**src/rtl/mapping_ctrl_pkg.sv**
```systemverilog
// Shared constants and types for the 16-channel to 8-lane pixel remapper.
package mapping_ctrl_pkg;

  localparam int unsigned CH_NUM   = 16;
  localparam int unsigned LANE_NUM = 8;
  localparam int unsigned WORD_W   = 12;

  typedef logic [WORD_W-1:0] word_t;

  // Line phase: capture takes the even words, replay emits the held odd words
  typedef enum logic {
    PH_CAPTURE = 1'b0,
    PH_REPLAY  = 1'b1
  } phase_e;

  typedef struct packed {
    word_t even;
    word_t odd;
  } ch_pair_t;

endpackage

```
**src/rtl/mapping_lane.sv**
```systemverilog
// One output lane: emits the even word on capture, then the held odd word on replay.
module mapping_lane
  import mapping_ctrl_pkg::*;
(
  input  logic     clk_rxg,
  input  logic     rst_rx_n,
  input  logic     lvals_map,
  input  phase_e   phase,
  input  ch_pair_t pair,
  output word_t    datapar_out
);

  word_t hold_q;
  word_t hold_d;
  word_t out_d;

  // Blank forces the lane to zero but leaves the hold register untouched
  always_comb begin
    hold_d = hold_q;
    out_d  = '0;
    if (lvals_map) begin
      if (phase == PH_CAPTURE) begin
        out_d  = pair.even;
        hold_d = pair.odd;
      end else begin
        out_d  = hold_q;
      end
    end
  end

  always_ff @(posedge clk_rxg or negedge rst_rx_n) begin
    if (!rst_rx_n) begin
      hold_q      <= '0;
      datapar_out <= '0;
    end else begin
      hold_q      <= hold_d;
      datapar_out <= out_d;
    end
  end

endmodule

```
**src/rtl/mapping_ctrl.sv**
```systemverilog
// Remaps 16 trained channel words onto 8 pixel lanes over two cycles, even channels first.
module mapping_ctrl
  import mapping_ctrl_pkg::*;
(
  input  logic              clk_rxg,
  input  logic              rst_rx_n,
  input  logic [WORD_W-1:0] data_trained0,
  input  logic [WORD_W-1:0] data_trained1,
  input  logic [WORD_W-1:0] data_trained2,
  input  logic [WORD_W-1:0] data_trained3,
  input  logic [WORD_W-1:0] data_trained4,
  input  logic [WORD_W-1:0] data_trained5,
  input  logic [WORD_W-1:0] data_trained6,
  input  logic [WORD_W-1:0] data_trained7,
  input  logic [WORD_W-1:0] data_trained8,
  input  logic [WORD_W-1:0] data_trained9,
  input  logic [WORD_W-1:0] data_trained10,
  input  logic [WORD_W-1:0] data_trained11,
  input  logic [WORD_W-1:0] data_trained12,
  input  logic [WORD_W-1:0] data_trained13,
  input  logic [WORD_W-1:0] data_trained14,
  input  logic [WORD_W-1:0] data_trained15,
  input  logic              fvals_map,
  input  logic              lvals_map,
  output logic [WORD_W-1:0] datapar_out0,
  output logic [WORD_W-1:0] datapar_out1,
  output logic [WORD_W-1:0] datapar_out2,
  output logic [WORD_W-1:0] datapar_out3,
  output logic [WORD_W-1:0] datapar_out4,
  output logic [WORD_W-1:0] datapar_out5,
  output logic [WORD_W-1:0] datapar_out6,
  output logic [WORD_W-1:0] datapar_out7,
  output logic              fvals,
  output logic              lvals
);

  word_t    data_trained [CH_NUM];
  word_t    lane_out     [LANE_NUM];
  ch_pair_t lane_pair    [LANE_NUM];
  phase_e   phase_q;
  phase_e   phase_d;

  assign data_trained[0]  = data_trained0;
  assign data_trained[1]  = data_trained1;
  assign data_trained[2]  = data_trained2;
  assign data_trained[3]  = data_trained3;
  assign data_trained[4]  = data_trained4;
  assign data_trained[5]  = data_trained5;
  assign data_trained[6]  = data_trained6;
  assign data_trained[7]  = data_trained7;
  assign data_trained[8]  = data_trained8;
  assign data_trained[9]  = data_trained9;
  assign data_trained[10] = data_trained10;
  assign data_trained[11] = data_trained11;
  assign data_trained[12] = data_trained12;
  assign data_trained[13] = data_trained13;
  assign data_trained[14] = data_trained14;
  assign data_trained[15] = data_trained15;

  assign datapar_out0 = lane_out[0];
  assign datapar_out1 = lane_out[1];
  assign datapar_out2 = lane_out[2];
  assign datapar_out3 = lane_out[3];
  assign datapar_out4 = lane_out[4];
  assign datapar_out5 = lane_out[5];
  assign datapar_out6 = lane_out[6];
  assign datapar_out7 = lane_out[7];

  // Phase state register
  always_ff @(posedge clk_rxg or negedge rst_rx_n) begin
    if (!rst_rx_n) begin
      phase_q <= PH_CAPTURE;
    end else begin
      phase_q <= phase_d;
    end
  end

  // Line-valid alone drives the phase; every line restarts with a capture
  always_comb begin
    phase_d = PH_CAPTURE;
    if (lvals_map) begin
      phase_d = (phase_q == PH_CAPTURE) ? PH_REPLAY : PH_CAPTURE;
    end
  end

  always_ff @(posedge clk_rxg or negedge rst_rx_n) begin
    if (!rst_rx_n) begin
      fvals <= 1'b0;
      lvals <= 1'b0;
    end else begin
      fvals <= fvals_map;
      lvals <= lvals_map;
    end
  end

  for (genvar k = 0; k < LANE_NUM; k++) begin : g_lane
    assign lane_pair[k].even = data_trained[2*k];
    assign lane_pair[k].odd  = data_trained[2*k+1];

    mapping_lane u_lane (
      .clk_rxg     (clk_rxg),
      .rst_rx_n    (rst_rx_n),
      .lvals_map   (lvals_map),
      .phase       (phase_q),
      .pair        (lane_pair[k]),
      .datapar_out (lane_out[k])
    );
  end

endmodule

```
**config.mk**
```make
export PLATFORM = sky130hd
export DESIGN_NAME = mapping_ctrl
export DESIGN_NICKNAME = d
export VERILOG_FILES = /design/src/rtl/mapping_ctrl_pkg.sv /design/src/rtl/mapping_lane.sv /design/src/rtl/mapping_ctrl.sv
export SDC_FILE = /design/constraint.sdc
export NUM_CORES = 1
export LEC_CHECK = 0
export BUFFER_PORTS_ARGS = -buffer_cell sky130_fd_sc_hd__buf_2
export CAP_MARGIN = 20
export CORE_MARGIN = 4
export CORE_UTILIZATION = 42
export CTS_CLUSTER_DIAMETER = 60
export DETAILED_ROUTE_END_ITERATION = 10
export GPL_ROUTABILITY_DRIVEN = 0
export MAX_ROUTING_LAYER = met4
export PLACE_DENSITY_LB_ADDON = 0.25
export SLEW_MARGIN = 20
export SYNTH_ARGS = -nofsm -noshare
export SYNTH_HDL_FRONTEND = slang
export SYNTH_SLANG_ARGS = --single-unit
```
**constraint.sdc**
```tcl
create_clock -name clk_rxg -period 3.4 [get_ports clk_rxg]
set_input_delay 0.17 -clock clk_rxg [delete_from_list [all_inputs] [get_ports clk_rxg]]
set_output_delay 0.17 -clock clk_rxg [all_outputs]
set_load 0.02 [all_outputs]
```
# After elaboration in Yosys (flattened, before gate mapping)
# Cells that the tools add are included.
[totals] word_cells=39 out_inout_bits=98 input_bits=196 ff_bits=195
[op_classes] bitwise_logic=1 n_reduce_logical=1 muxes=18
[ops] op="2-to-1 mux 12 bit" n=16
[ops] op="2-to-1 mux 1 bit" n=2
[ops] op="AND reduction 2 bit" n=1
[ops] op="NOT 1 bit" n=1

# Logic depth before layout (Yosys ltp)
[depth] depth_word=2 depth_mapped=6 depth_no_buf=2

# Hierarchy
# Synthesis repeated with hierarchy kept, for this count alone.
[unflattened] hier_cells=516 area_unflattened_um2=8086.5
[modules_own_cells] module="mapping_lane" cells_each=64 seq_area_each_um2=600.6 area_per_inst_um2=999.7 instances=8
[modules_own_cells] module="mapping_ctrl" cells_each=4 seq_area_each_um2=75.1 area_per_inst_um2=88.8 instances=1

# Worst setup path after synthesis
# OpenSTA, ideal clock, no wires.
[synth_timing] path_kind="register to register" from="reg phase_q" to="reg g_lane[2].u_lane.hold_q[10]" setup_time_ns=0.125 n_path_buf=4 required_ns=3.275 setup_slack_ns=1.972 arrival_ns=1.302 stages_incl_launch_ff=7 period_less_slack_ns=1.428 path_cell_list="dfrtp_1 -> buf_2 -> nor2b_1 -> buf_6 -> buf_8 -> buf_12 -> mux2_4"
[synth_via] elab_chain_cells=2
[synth_lines] item="start, declared" line="mapping_ctrl.sv:40" rtl="phase_e phase_q;"
[synth_lines] item="start signal, assigned" line="mapping_ctrl.sv:74" rtl="phase_q <= phase_d;"
[synth_lines] item="NOT 1 bit (no source line)"
[synth_lines] item="AND reduction 2 bit (no source line)"
[synth_lines] item="end signal, assigned" line="mapping_lane.sv:36" rtl="hold_q <= hold_d;"
[synth_lines] item="end, declared" line="mapping_lane.sv:13" rtl="word_t hold_q;"
# Every way passes these cells.
# A chain may end at the register's enable or synchronous reset.

# Worst setup path in the final report
[layout_timing] from="reg phase_q" to="reg g_lane[4].u_lane.hold_q[11]"
[layout_via] elab_chain_cells=2
[layout_lines] item="NOT 1 bit (no source line)"
[layout_lines] item="AND reduction 2 bit (no source line)"
[layout_lines] item="end signal, assigned" line="mapping_lane.sv:36"
[layout_lines] item="end, declared" line="mapping_lane.sv:13"
# Every way passes these cells.

==> summary.log <==
INFO  timing         timing.slew.headroom=41.46%
INFO  setup_path     critPathCaptureType=flip-flop
INFO  route          avgViaCountPerCell=4.753
INFO  logic_synthesis dominantRegCellSynth=sky130_fd_sc_hd__dfrtp_1
INFO  setup_path     startpoint_type=flip-flop
INFO  power_and_ir_drop share_comb_of_total_power=17.7%
INFO  clock_tree     cts_resized=0
INFO  logic_synthesis syn_inst=516
INFO  setup_path     worstPathArrival=1950ps
INFO  logic_synthesis synth-edff-count=0
INFO  power_and_ir_drop fin_total_pwr=5.708mW
INFO  global_routing global_route.usage.met3=6.361%
INFO  final_layout   area_growth_syn_to_layout=43.03%
INFO  setup_path     path_cells=nor2b_4 > buf_4 > mux2_2
INFO  setup_path     critical_path_class=reg -> reg
INFO  logic_synthesis synth.avg_cell_area=15.26um2
INFO  setup_path     rr_startpoint=phase_q$_DFF_PN0_
INFO  route          first_iter_violations=150
INFO  global_routing largest_net_degree_at_the_start_of_global_routing=103
INFO  logic_synthesis synth_seq_cells=195
INFO  timing         max_slew.worst_pin.slew=878.1ps
INFO  clock_tree     clockRootBuffer=sky130_fd_sc_hd__clkbuf_16
INFO  setup_path     r2r_slack=1750ps
INFO  die            chipHeight=144.9um
INFO  route          antenna_nets_post_route=0
INFO  route          firstDrtPassIters=4
INFO  timing         clock-skew-final=11.26ps
INFO  global_routing globalRoute.totalOverflow=0
INFO  global_routing gr-usage-all-layers=20.06%
INFO  timing         grt_setup_unrepaired=no
INFO  logic_synthesis synth_nets=712
INFO  logic_synthesis synth-seq-area-share=61.97%
INFO  global_routing met1_routing_resource_usage_after_global_routing=24.36%
INFO  final_layout   layoutNonFillerInstCount=1164
INFO  logic_synthesis synth_cell_types=11
INFO  die            num_io_pins=294
INFO  setup_path     worstSetupEndpoint=g_lane[4].u_lane.hold_q[11]$_DFFE_PN0P_
INFO  global_routing top_usage_layer_grt=met2
INFO  setup_path     cp_top_family=flip-flops
INFO  final_layout   fin_area=0.01126mm2
INFO  power_and_ir_drop leakage_power=5.556nW
INFO  die            start_util=43.24%
INFO  die            num_rows=49
INFO  min_path       hold_start=data_trained10[1]
INFO  logic_synthesis synthMostInstantiatedCell=sky130_fd_sc_hd__dfrtp_1
INFO  clock_tree     postCtsSetupBuffers=0
INFO  global_routing initial_antenna_violation_count=2
INFO  setup_path     cpPeakStageDelay=500ps
INFO  global_routing first_global_vias=6273
INFO  power_and_ir_drop internal_power=4.219mW
INFO  clock_tree     clock_tree_from_tritoncts=yes
INFO  timing         setup_violations=0
INFO  status         status=finished, final reports clean
INFO  min_path       hold_path_class=in -> reg
INFO  global_routing first_pass_grt_wire_length=32.91mm
INFO  placement      buffer_ports.inserted=293
INFO  timing         post-route-period-util=48.54%
INFO  setup_path     critPathMaxFanout=31
INFO  timing         period_minus_slack=1650ps
INFO  logic_synthesis synth_largest_area_cell=sky130_fd_sc_hd__dfrtp_1
INFO  final_layout   fin_nets=1116
INFO  placement      dpl.hpwl=13.06mm
INFO  clock_tree     clock_insertion_delay_worst_skew=420ps
INFO  logic_synthesis synth.area.top_cells=sky130_fd_sc_hd__dfrtp_1 (62%), sky130_fd_sc_hd__mux2i_1 (12%), sky130_fd_sc_hd__mux2_2 (9.6%)
INFO  placement      dp_slack=1748ps
INFO  power_and_ir_drop sw_frac_of_total=26.08%
INFO  logic_synthesis mappedNetlistArea=0.007874mm2
INFO  setup_path     worstSetupStartpoint=phase_q$_DFF_PN0_
INFO  final_layout   drive_gt1_share=45.77%
INFO  setup_path     worstSetupPathDepth=3
INFO  power_and_ir_drop peakVddDrop=388.9uV
INFO  placement      placedInstanceArea=0.009493mm2
INFO  clock_tree     cts-root-to-sink-buffers=2
INFO  logic_synthesis async_reset_ff_share=100.0%
INFO  timing         fin_setup_tns=0ps
INFO  route          routed_wire_length_per_instance=17.34um
INFO  timing         finalHoldViolCount=0
INFO  route          detailroute.via_count=5532
INFO  final_layout   nFillCells=1374
INFO  global_routing grt.met2_usage=32.30%
INFO  clock_tree     cts.clk_slew.worst_paths=70ps
INFO  power_and_ir_drop cellPowerDensity=506.9mW/mm2
INFO  power_and_ir_drop power_share_of_the_clock_group=35.0%
INFO  setup_path     regToRegEndpoint=g_lane[4].u_lane.hold_q[11]$_DFFE_PN0P_
INFO  setup_path     crit_slowest_cell=sky130_fd_sc_hd__dfrtp_4
INFO  run            cap_violations=0
INFO  power_and_ir_drop share_seq_of_total_power=47.4%
INFO  power_and_ir_drop net-switching-power=1.489mW
INFO  die            die_w=144.9um
INFO  clock_tree     cts_hold_buf=117
INFO  setup_path     worstPathRequired=3700ps
INFO  setup_path     critical_path.n_buffers_inverters=1
INFO  clock_tree     cts_num_sinks=195
INFO  timing         timing_max_transition_violations_final=0
INFO  route          routed_wl=20.19mm
INFO  clock_tree     cts-htree-levels=4
INFO  placement      place.detailed.instances=1012
INFO  setup_path     reg2regPathDepth=3
INFO  logic_synthesis post_synth_most_frequent_cells=sky130_fd_sc_hd__dfrtp_1 (195), sky130_fd_sc_hd__nor2b_1 (97), sky130_fd_sc_hd__mux2i_1 (96)
INFO  timing         fmax=0.6060GHz
INFO  clock_tree     cts-buffers-inserted=17
INFO  route          drc=0
INFO  die            floorplan.die_area=0.02100mm2
INFO  timing         layout_setup_ws=1750ps
INFO  logic_synthesis synthDominantCellAreaShare=61.97%
INFO  die            placeableCoreArea=0.01821mm2
INFO  logic_synthesis synth.yosys.warnings=0
==> worst min path at each step <==
stage / to / slack, ps / cells past startpoint
after floorplan: fvals$_DFF_PN0_ / -130 / 0
after global placement: fvals$_DFF_PN0_ / 290 / 1
after detailed placement: fvals$_DFF_PN0_ / 290 / 1
after CTS: g_lane[4].u_lane.datapar_out[6]$_DFF_PN0_ / 0.004 / 3
after global routing: g_lane[6].u_lane.datapar_out[4]$_DFF_PN0_ / 5 / 3
final: g_lane[5].u_lane.datapar_out[1]$_DFF_PN0_ / 20 / 3
==> sequential cells by signal, indices dropped and copies added, names as in the netlist <==
register,flops
fvals,1
g_lane.u_lane.datapar_out,96
g_lane.u_lane.hold_q,96
lvals,1
phase_q,1
==> cells by family after synthesis <==
family	share of synthesized area (%)
buffers and inverters	3.003
DFF	61.97
muxes	27.32
and+or+nand+nor	7.707
==> layout make-up <==
type                       instances  area, um2  share of cell area (%)
sequential                       195       4883                   43.36
multi-input combinational        289       2765                   24.55
timing repair buffer             417       2739                   24.32
clock buffer                      19      432.9                   3.844
tap                              229      286.5                   2.544
clock inverter                    13      150.1                   1.333
antenna                            2      5.005                 0.04444
==> layout by cell type (no fill, tap or decap) <==
| cell type | netlist | final |
|---|---|---|
| sky130_fd_sc_hd__buf_2 | 6 | 292 |
| sky130_fd_sc_hd__dfrtp_1 | 195 | 194 |
| sky130_fd_sc_hd__dlygate4sd3_1 | 0 | 118 |
| sky130_fd_sc_hd__mux2i_1 | 96 | 96 |
| sky130_fd_sc_hd__nor2b_1 | 97 | 96 |
| sky130_fd_sc_hd__mux2_2 | 67 | 67 |
| sky130_fd_sc_hd__mux2_4 | 29 | 29 |
| sky130_fd_sc_hd__clkbuf_16 | 0 | 17 |
| sky130_fd_sc_hd__clkinvlp_4 | 0 | 6 |
| sky130_fd_sc_hd__buf_4 | 11 | 3 |
| sky130_fd_sc_hd__buf_12 | 3 | 3 |
| sky130_fd_sc_hd__diode_2 | 0 | 2 |
| sky130_fd_sc_hd__clkbuf_1 | 10 | 2 |
| sky130_fd_sc_hd__inv_8 | 0 | 2 |
| sky130_fd_sc_hd__inv_6 | 0 | 2 |
| sky130_fd_sc_hd__bufinv_16 | 0 | 2 |
| sky130_fd_sc_hd__nor2b_4 | 0 | 1 |
| sky130_fd_sc_hd__clkinv_2 | 0 | 1 |
| sky130_fd_sc_hd__clkbuf_8 | 0 | 1 |
| sky130_fd_sc_hd__dfrtp_4 | 0 | 1 |
==> metrics by stage <==
step | utilization [%] | hold slack, ps
after floorplan | - | -125.6
after global placement | 52.13 | 285.7
after detailed placement | 52.13 | 289.2
after CTS | 61.77 | 0.004358
after global routing | 61.85 | 4.804
final | 61.85 | 18.40
==> power groups by stage <==
stage	Combinational (mW)	Sequential (mW)	Clock (mW)
5_1_grt	1.09	2.73	2.16
4_1_cts	1.02	2.70	2.05
3_3_place_gp	0.880	2.74	0
3_5_place_dp	0.909	2.75	0
2_1_floorplan	0.454	2.84	0
6_report	1.01	2.70	2.00
==> metal layers <==
layer	wire length, um	vias to the layer above
met1	8803	2733
met3	1351	26
met2	9671	216
li1	-	2557
met4	363	0
met5	0	-
==> tightest hold or removal path, cell delays in order <==
cell and delay, ps:
sky130_fd_sc_hd__buf_2 80, sky130_fd_sc_hd__mux2i_1 50, sky130_fd_sc_hd__nor2b_1 100
(Power assumes the default switching activity.)
